File: config.mk
export PLATFORM = sky130hd
export DESIGN_NAME = fir_sym_mc
export DESIGN_NICKNAME = d
export VERILOG_FILES = /design/src/rtl/fir_sym_mc.sv
export SDC_FILE = /design/constraint.sdc
export NUM_CORES = 1
export LEC_CHECK = 0
export CAP_MARGIN = 0
export CORE_MARGIN = 2
export CORE_UTILIZATION = 63
export DETAILED_ROUTE_END_ITERATION = 16
export DONT_BUFFER_PORTS = 1
export GPL_ROUTABILITY_DRIVEN = 1
export PLACE_DENSITY = 0.86
export SYNTH_ARGS = -nofsm -noshare
export SYNTH_HDL_FRONTEND = slang
export SYNTH_SLANG_ARGS = --single-unit
export TNS_END_PERCENT = 50
File: constraint.sdc
create_clock -name CLK_Filter -period 21.4 [get_ports CLK_Filter]
set_input_delay 2.14 -clock CLK_Filter [delete_from_list [all_inputs] [get_ports CLK_Filter]]
set_output_delay 2.14 -clock CLK_Filter [all_outputs]
set_load 0.01 [all_outputs]
File: src/rtl/fir_sym_mc.sv
// Multi-channel symmetric FIR: one shared multiply-accumulate engine walks the
// folded tap pairs of whichever channel's history just received a sample.
//
// state | meaning
// IDLE  | ready for a sample or a coefficient write
// MAC   | one folded tap pair accumulated per cycle, k = 0..HALF-1
// OUT   | scale/clip the accumulator and present it as a one-cycle strobe
module fir_sym_mc #(
  parameter int DATA_W    = 8,
  parameter int COEFF_W   = 8,
  parameter int TAPS      = 22,
  parameter int NUM_CH    = 2,
  parameter int OUT_W     = 20,
  parameter int OUT_SHIFT = 0,
  localparam int HALF     = TAPS / 2,
  localparam int CH_W     = (NUM_CH > 1) ? $clog2(NUM_CH) : 1,
  localparam int CA_W     = $clog2(HALF),
  parameter logic [HALF*COEFF_W-1:0] COEFF_INIT =
    {8'd128, 8'd122, 8'd111, 8'd95, 8'd78, 8'd60, 8'd43, 8'd28, 8'd16, 8'd10, 8'd2}
) (
  input  logic               CLK_Filter,
  input  logic               rst_n,
  input  logic               in_valid,
  output logic               in_ready,
  input  logic [CH_W-1:0]    in_ch,
  input  logic [DATA_W-1:0]  in_data,
  input  logic               flush,
  input  logic               coef_we,
  input  logic [CA_W-1:0]    coef_addr,
  input  logic [COEFF_W-1:0] coef_data,
  output logic               out_valid,
  output logic [CH_W-1:0]    out_ch,
  output logic [OUT_W-1:0]   out_data,
  output logic               out_sat
);

  localparam int PAIR_W = DATA_W + 1;
  localparam int PROD_W = PAIR_W + COEFF_W;
  localparam int ACC_W  = PAIR_W + COEFF_W + $clog2(HALF);
  localparam int CMP_W  = (ACC_W > OUT_W) ? ACC_W : OUT_W;

  typedef enum logic [1:0] {S_IDLE, S_MAC, S_OUT} state_t;

  state_t              state_q, state_d;
  logic [CH_W-1:0]     ch_q, ch_d;
  logic [CA_W-1:0]     k_q, k_d;
  logic [ACC_W-1:0]    acc_q, acc_d;
  logic [COEFF_W-1:0]  coef_q [HALF];
  logic [COEFF_W-1:0]  coef_d [HALF];
  logic [DATA_W-1:0]   hist_q [NUM_CH][TAPS];
  logic [DATA_W-1:0]   hist_d [NUM_CH][TAPS];
  logic                out_valid_q, out_valid_d;
  logic [CH_W-1:0]     out_ch_q, out_ch_d;
  logic [OUT_W-1:0]    out_data_q, out_data_d;
  logic                out_sat_q, out_sat_d;

  logic [PAIR_W-1:0]   pair;
  logic [PROD_W-1:0]   prod;
  logic [CMP_W-1:0]    scaled;
  logic [CMP_W-1:0]    out_max;
  logic                clip;
  logic                coef_ok;
  logic                ch_ok;

  assign in_ready  = (state_q == S_IDLE);
  assign out_valid = out_valid_q;
  assign out_ch    = out_ch_q;
  assign out_data  = out_data_q;
  assign out_sat   = out_sat_q;

  // Folding the symmetric pair before the multiply halves the MAC cycles.
  assign pair    = {1'b0, hist_q[ch_q][k_q]} + {1'b0, hist_q[ch_q][TAPS-1-int'(k_q)]};
  assign prod    = {{COEFF_W{1'b0}}, pair} * {{PAIR_W{1'b0}}, coef_q[k_q]};
  assign scaled  = CMP_W'(acc_q >> OUT_SHIFT);
  assign out_max = CMP_W'({OUT_W{1'b1}});
  assign clip    = (scaled > out_max);
  assign coef_ok = ({1'b0, coef_addr} < (CA_W+1)'(HALF));
  assign ch_ok   = ({1'b0, in_ch} < (CH_W+1)'(NUM_CH));

  always_comb begin
    state_d     = state_q;
    ch_d        = ch_q;
    k_d         = k_q;
    acc_d       = acc_q;
    coef_d      = coef_q;
    hist_d      = hist_q;
    out_valid_d = 1'b0;
    out_ch_d    = out_ch_q;
    out_data_d  = out_data_q;
    out_sat_d   = out_sat_q;

    // A write landing with a sample accept is visible to that sample's MAC.
    if (state_q == S_IDLE && coef_we && coef_ok) begin
      coef_d[coef_addr] = coef_data;
    end

    case (state_q)
      S_IDLE: begin
        if (in_valid && !flush && ch_ok) begin
          for (int c = 0; c < NUM_CH; c++) begin
            if (CH_W'(c) == in_ch) begin
              for (int i = TAPS - 1; i > 0; i--) begin
                hist_d[c][i] = hist_q[c][i-1];
              end
              hist_d[c][0] = in_data;
            end
          end
          ch_d    = in_ch;
          acc_d   = '0;
          k_d     = '0;
          state_d = S_MAC;
        end
      end
      S_MAC: begin
        acc_d = acc_q + {{(ACC_W-PROD_W){1'b0}}, prod};
        if (k_q == CA_W'(HALF - 1)) begin
          state_d = S_OUT;
        end else begin
          k_d = k_q + CA_W'(1);
        end
      end
      S_OUT: begin
        out_valid_d = 1'b1;
        out_ch_d    = ch_q;
        out_sat_d   = clip;
        out_data_d  = clip ? {OUT_W{1'b1}} : scaled[OUT_W-1:0];
        state_d     = S_IDLE;
      end
      default: state_d = S_IDLE;
    endcase

    if (flush) begin
      for (int c = 0; c < NUM_CH; c++) begin
        for (int i = 0; i < TAPS; i++) begin
          hist_d[c][i] = '0;
        end
      end
      state_d     = S_IDLE;
      acc_d       = '0;
      k_d         = '0;
      out_valid_d = 1'b0;
    end
  end

  always_ff @(posedge CLK_Filter or negedge rst_n) begin
    if (!rst_n) begin
      state_q     <= S_IDLE;
      ch_q        <= '0;
      k_q         <= '0;
      acc_q       <= '0;
      out_valid_q <= 1'b0;
      out_ch_q    <= '0;
      out_data_q  <= '0;
      out_sat_q   <= 1'b0;
      for (int k = 0; k < HALF; k++) begin
        coef_q[k] <= COEFF_INIT[k*COEFF_W +: COEFF_W];
      end
      for (int c = 0; c < NUM_CH; c++) begin
        for (int i = 0; i < TAPS; i++) begin
          hist_q[c][i] <= '0;
        end
      end
    end else begin
      state_q     <= state_d;
      ch_q        <= ch_d;
      k_q         <= k_d;
      acc_q       <= acc_d;
      out_valid_q <= out_valid_d;
      out_ch_q    <= out_ch_d;
      out_data_q  <= out_data_d;
      out_sat_q   <= out_sat_d;
      coef_q      <= coef_d;
      hist_q      <= hist_d;
    end
  end

endmodule

; After elaboration in Yosys (flattened, before gate mapping)
; Index checks and enable logic that the tools add are counted.
[totals]
word_cells = 137
reg_bits = 491
inputBits = 26
out_inout_bits = 24
[op_classes]
n_bitwise = 4
n_mux = 34
n_reduce_logical = 16
add_sub_neg = 4
n_eq_ne = 7
n_lt_le_gt_ge = 8
mul = 1
[ops]
columns = operator, count
row1 = two-way mux 352 bit, 3
row2 = two-way mux 176 bit, 5
row3 = bitwise mux 88 bit, 1
row4 = binary-select mux 8 bit (select 5 bit), 2
row5 = two-way mux 8 bit, 7
row6 = two-way mux 21 bit, 2
row7 = case mux 21 bit (2 select lines), 1
row8 = binary-select mux 8 bit (select 4 bit), 1
row9 = demux 8 bit (select 4 bit), 1
row10 = ">= comparator 32 x 6 -> 1 bit, second input constant", 1
row11 = NOT 32 bit, 1
row12 = adder 21 x 17 -> 21 bit, 1
row13 = "> comparator 21 x 20 -> 1 bit, second input constant", 1
row14 = two-way mux 20 bit, 1
row15 = multiplier 9 x 8 -> 17 bit, 1
row16 = two-way mux 4 bit, 3
row17 = ">= comparator 5 bit, second input constant", 2
row18 = NOT 4 -> 5 bit, 2
row19 = adder 8 x 8 -> 9 bit, 1
row20 = AND reduction 3 bit, 3
row21 = case mux 4 bit (2 select lines), 1
row22 = ">= comparator 5 x 6 -> 1 bit, second input constant", 1
row23 = two-way mux 2 bit, 3
row24 = "!= test 3 bit, second input constant", 2
row25 = 19 further kinds, 27

; Depth between registers and ports, before layout
[depth]
depth_word = 12
mapped_depth = 32
ltp_nobuf = 30

; Worst setup path after synthesis
; OpenSTA, ideal clock, no wires.
[synth_timing]
path_kind = register to register
start = register ch_q
end = register acc_q[18]
required_ns = 21.269
period_less_slack_ns = 7.696
path_stages_with_launch = 30
setup_slack_ns = 13.704
n_path_buf = 3
arrival_ns = 7.565
path_cell_list = dfrtp_1 > buf_6 > buf_4 > buf_2 > mux4_2 > nand3_1 > o21ai_0 > a211o_1 > ha_1 > fa_1 > a21o_1 > a21oi_1 > o21bai_1 > a21oi_1 > xor2_1 > nand2b_1 > fa_1 > inv_1 > fa_1 > fa_1 > inv_1 > fa_1 > inv_1 > ha_1 > a21o_1 > a31o_1 > o21a_1 > o41a_1 > nor4b_1 > or3_1
[synth_between]
elab_chain_cells = 12
word_cells_on_any_way = 15
classes_between = add/sub (2) / mul (1) / mux (11) / bitwise (1)
[synth_lines]
columns = item, line_no
row1 = from (decl), 45  ; logic [CH_W-1:0] ch_q, ch_d;
row2 = from (signal assigned), 165  ; ch_q <= ch_d;
row3 = NOT 1 -> 2 bit (implied by the code) *, 72  ; assign pair = {1'b0, hist_q[ch_q][k_q]} + {1'b0, hist_q[ch_q][TAPS-1-int'(k_q)]};
row4 = two-way mux 176 bit (implied by the code) * (3 in series), 72
row5 = binary-select mux 8 bit (select 5 bit), 72
row6 = two-way mux 8 bit (implied by the code) (2 in series), 72
row7 = adder 8 x 8 -> 9 bit *, 72
row8 = multiplier 9 x 8 -> 17 bit *, 73  ; assign prod = {{COEFF_W{1'b0}}, pair} * {{PAIR_W{1'b0}}, coef_q[k_q]};
row9 = adder 21 x 17 -> 21 bit *, 115  ; acc_d = acc_q + {{(ACC_W-PROD_W){1'b0}}, prod};
row10 = case mux 21 bit (2 select lines) *, 97  ; case (state_q)
row11 = two-way mux 21 bit *, 132  ; if (flush) begin
row12 = to (signal assigned), 150  ; acc_q <= '0;
row13 = to (signal assigned), 167  ; acc_q <= acc_d;
row14 = to (decl), 47  ; logic [ACC_W-1:0] acc_q, acc_d;
; Every way passes the cells marked *; elsewhere a longest branch is shown, timed or not. The select of a mux whose other input is x is not followed.
; A chain may end at the register's enable or synchronous reset.

; Worst setup path in the final report
[layout_timing]
start = register k_q[2]
end = register acc_q[18]
[layout_between]
elab_chain_cells = 10
word_cells_on_any_way = 17
classes_between = add/sub (3) / mul (1) / mux (11) / bitwise (2)
[layout_lines]
columns = item, line_no
row1 = from (decl), 46  ; logic [CA_W-1:0] k_q, k_d;
row2 = from (signal assigned), 166  ; k_q <= k_d;
row3 = subtractor 5 x 4 -> 6 bit, 72
row4 = NOT 32 bit (implied by the code), 72
row5 = binary-select mux 8 bit (select 5 bit), 72
row6 = two-way mux 8 bit (implied by the code) (2 in series), 72
row7 = adder 8 x 8 -> 9 bit, 72
row8 = multiplier 9 x 8 -> 17 bit *, 73
row9 = adder 21 x 17 -> 21 bit *, 115
row10 = case mux 21 bit (2 select lines) *, 97
row11 = two-way mux 21 bit *, 132
; Marked as above.

==> reports/metrics.csv <==
metric,value,unit
setup bufs post-CTS,0,
final net count,2779,
switch share,25.74,%
largest net degree at the start of global routing,492,
Ports,50,
crit path launch type,flip-flop,
reg2reg start,k_q[2],
# resized after CTS,0,
antenna violations before repair,0,
Post-DP HPWL,41.72,mm
Power Internal,1.578,mW
Max-cap violations,0,
initial core utilization,63.49,%
DR WL met3,5.676,mm
fin util,67.07,%
Die X,214.4,um
IO buf count,0,
setup TNS,0,ns
most frequent cells in the layout,"809 x nand2_1, 451 x dfrtp_1, 380 x a21oi_1",
sequential power share,47.9,%
filler cell count,3092,
required time of the critical path,21.88,ns
clock latency on the worst-skew pair,0.60,ns
Rel. slew slack,6.557,%
Max Buffers Root-to-Sink,3,
number of flops mapped to enable cells by yosys,0,
Max VDD drop,0.00006577,V
Die ar.,45980,sq um
Inst Count DP,3183,
Mapped Cells,2775,
core footprint,43930,sq um
count of cell types in the netlist,66,
combinational share of power,11.9,%
hold bufs inserted after CTS,0,
M1 WL,25.81,mm
critical path's most frequent cell,fa_1,
"FF+latch count, synth",491,
pre-CTS setup slack,11.83,ns
"Slowest-stage cell, CP",dfrtp_1,
Post-Layout Inst Area,29470,sq um
TritonCTS sink count,491,
H-tree depth,2,
DR iter-0 viols,2662,
total chip power,2.125,mW
first-pass GRT wire length,113.0,mm
hold_sp,coef_q[80],
Worst Setup End Kind,flip-flop,
worst-margin pin slew,1.402,ns
met2 WL post-DR,34.46,mm
n_diodes,0,
Top delay family on crit path,compound AO/OA/AOI/OAI gates,
final std cells w/o fill,3269,
setup ws final,11.60,ns
Post-synth ARST share,100.0,%
critical path peak fanout,25,
Routed Wire Length,68.71,mm
CTS tree,done,
Final Max Tran Viols,0,
Final Critical Period,9.798,ns
share of layout cells above drive strength 1,15.84,%
worst hold stages,1,
CP bufs+invs,4,
Num CTS Buffers,48,
crit path DAT,10.28,ns
Fin. Hold Viols,0,
clock slew at the register clock pins of the worst setup and hold paths,0.07,ns
All-Layer GR Usage,30.30,%
hold_ws,0.5058,ns
worst reg2reg path depth,29,
status,completed,
first drt pass iteration count,6,
Tcrit/Tclk final,45.78,%
Placer Congestion,0.8917,
Worst Hold Path EP,coef_q[80],
vias in the first global route,21963,
GRT overflow,0,
Area after DPL,27910,sq um
total number of vias,21335,
Clock Skews,0.01764,ns
RSZ-0062 raised after global routing,false,
Area Overhead vs Synth,5.638,%
"Net Count, Synth",2913,
post-route ant nets,0,
fmax,0.1021,GHz
worst hold path class,flip-flop to flip-flop,
clock group share of total power,40.2,%
DR WL/cell,21.02,um
RR Endpoint,acc_q[18],
Lkg Pwr,12.07,nW
sw power,0.5469,mW
# DRC,0,
prevailing post-synth register cell,dfrtp_1,
Setup CP Type,flip-flop to flip-flop,
die height,214.4,um
row cnt,77,
Synth Cell Area,27890,sq um
CTS Root Buffer Type,clkbuf_16,
max incr delay on CP,0.67,ns
Max Used Layer,met4,
flop2flop setup slack,11.60,ns
vias per cell,6.526,
count of final setup violators,0,
Mean Syn Cell Area,10.05,sq um
yosys warns,0,
"commonest non-fill, non-tap cell in the layout",nand2_1,
Cell Pwr Density,72.11,nW/um^2
sequential share of the synthesized area,44.21,%
kinds of logic after synthesis:
group                      count (synthesis)  share of synthesized area, %
buffers and inverters                    302                         4.575
AOI/OAI and AO/OA                        531                         10.55
DFF                                      491                         44.21
and+or+nand+nor                         1015                         14.55
xor gates and xnor gates                  20                        0.6280
adders and majority gates                112                         6.585
muxes                                    304                         18.90
per-layer routing:
metal  GRT usage (%)  vias to the layer above
met5               0                        -
met4           13.24                        0
met3           5.390                      232
met2           50.65                     1161
met1           39.31                    10708
li1                -                     9234
cell type report:
type,instances,area (sq um),area share [%]
multi-input combinational,1982,14320,48.58
sequential,491,12340,41.89
clock buffer,68,1368,4.641
tap,592,740.7,2.514
inverter,99,371.6,1.261
clock inverter,18,185.2,0.6284
timing repair buffer,19,142.6,0.4841
sequential cells by signal, indices dropped and copies added (netlist names):
register and flops:
out_sat 1, hist_q 352, k_q 4, out_ch 1
out_valid 1, ch_q 1, acc_q 21, state_q 2
out_data 20, coef_q 88
power groups by stage:
stage	Sequential (mW)	Combinational (mW)	Clock [mW]
2_1_floorplan	1.01	0.228	0
3_3_place_gp	1.03	0.241	0
3_5_place_dp	1.03	0.251	0
4_1_cts	1.02	0.252	0.858
5_1_grt	1.02	0.276	0.896
6_report	1.02	0.253	0.854
cell usage after synthesis, types with 5 or more instances:
master	instances	area, sq um
mux4_2	168	3784
buf_2	24	120.1
buf_4	15	112.6
nor2b_1	21	131.4
and2_1	5	31.28
o211ai_1	8	60.06
a21oi_1	380	1902
nand3_1	19	95.09
o21ai_0	62	310.3
buf_1	14	52.55
o21a_1	9	67.56
a211oi_1	6	45.04
buf_6	6	67.56
or2_2	5	31.28
mux2_2	102	1149
inv_1	97	364.1
o22ai_1	8	50.05
a21o_1	7	52.55
nand2b_1	19	118.9
clkbuf_1	143	536.8
xnor2_1	8	70.07
nor3_1	11	55.05
xor2_1	12	105.1
mux2i_1	34	340.3
dfrtp_1	454	11360
a221oi_1	5	43.79
nand2_1	809	3037
fa_1	58	1161
ha_1	54	675.7
nor2_1	103	386.6
dfstp_2	37	972.2
worst max-delay path by stage:
stage                      endpoint  slack [ns]  depth (start not counted)    from
after floorplan           acc_q[18]       13.70                         29    ch_q
after global placement    acc_q[18]       12.01                         27    ch_q
after detailed placement  acc_q[18]       11.83                         27    ch_q
after CTS                 acc_q[18]       11.76                         28    ch_q
after global routing      acc_q[18]       11.16                         28    ch_q
final                     acc_q[18]       11.60                         29  k_q[2]
(Power assumes the default switching activity.)
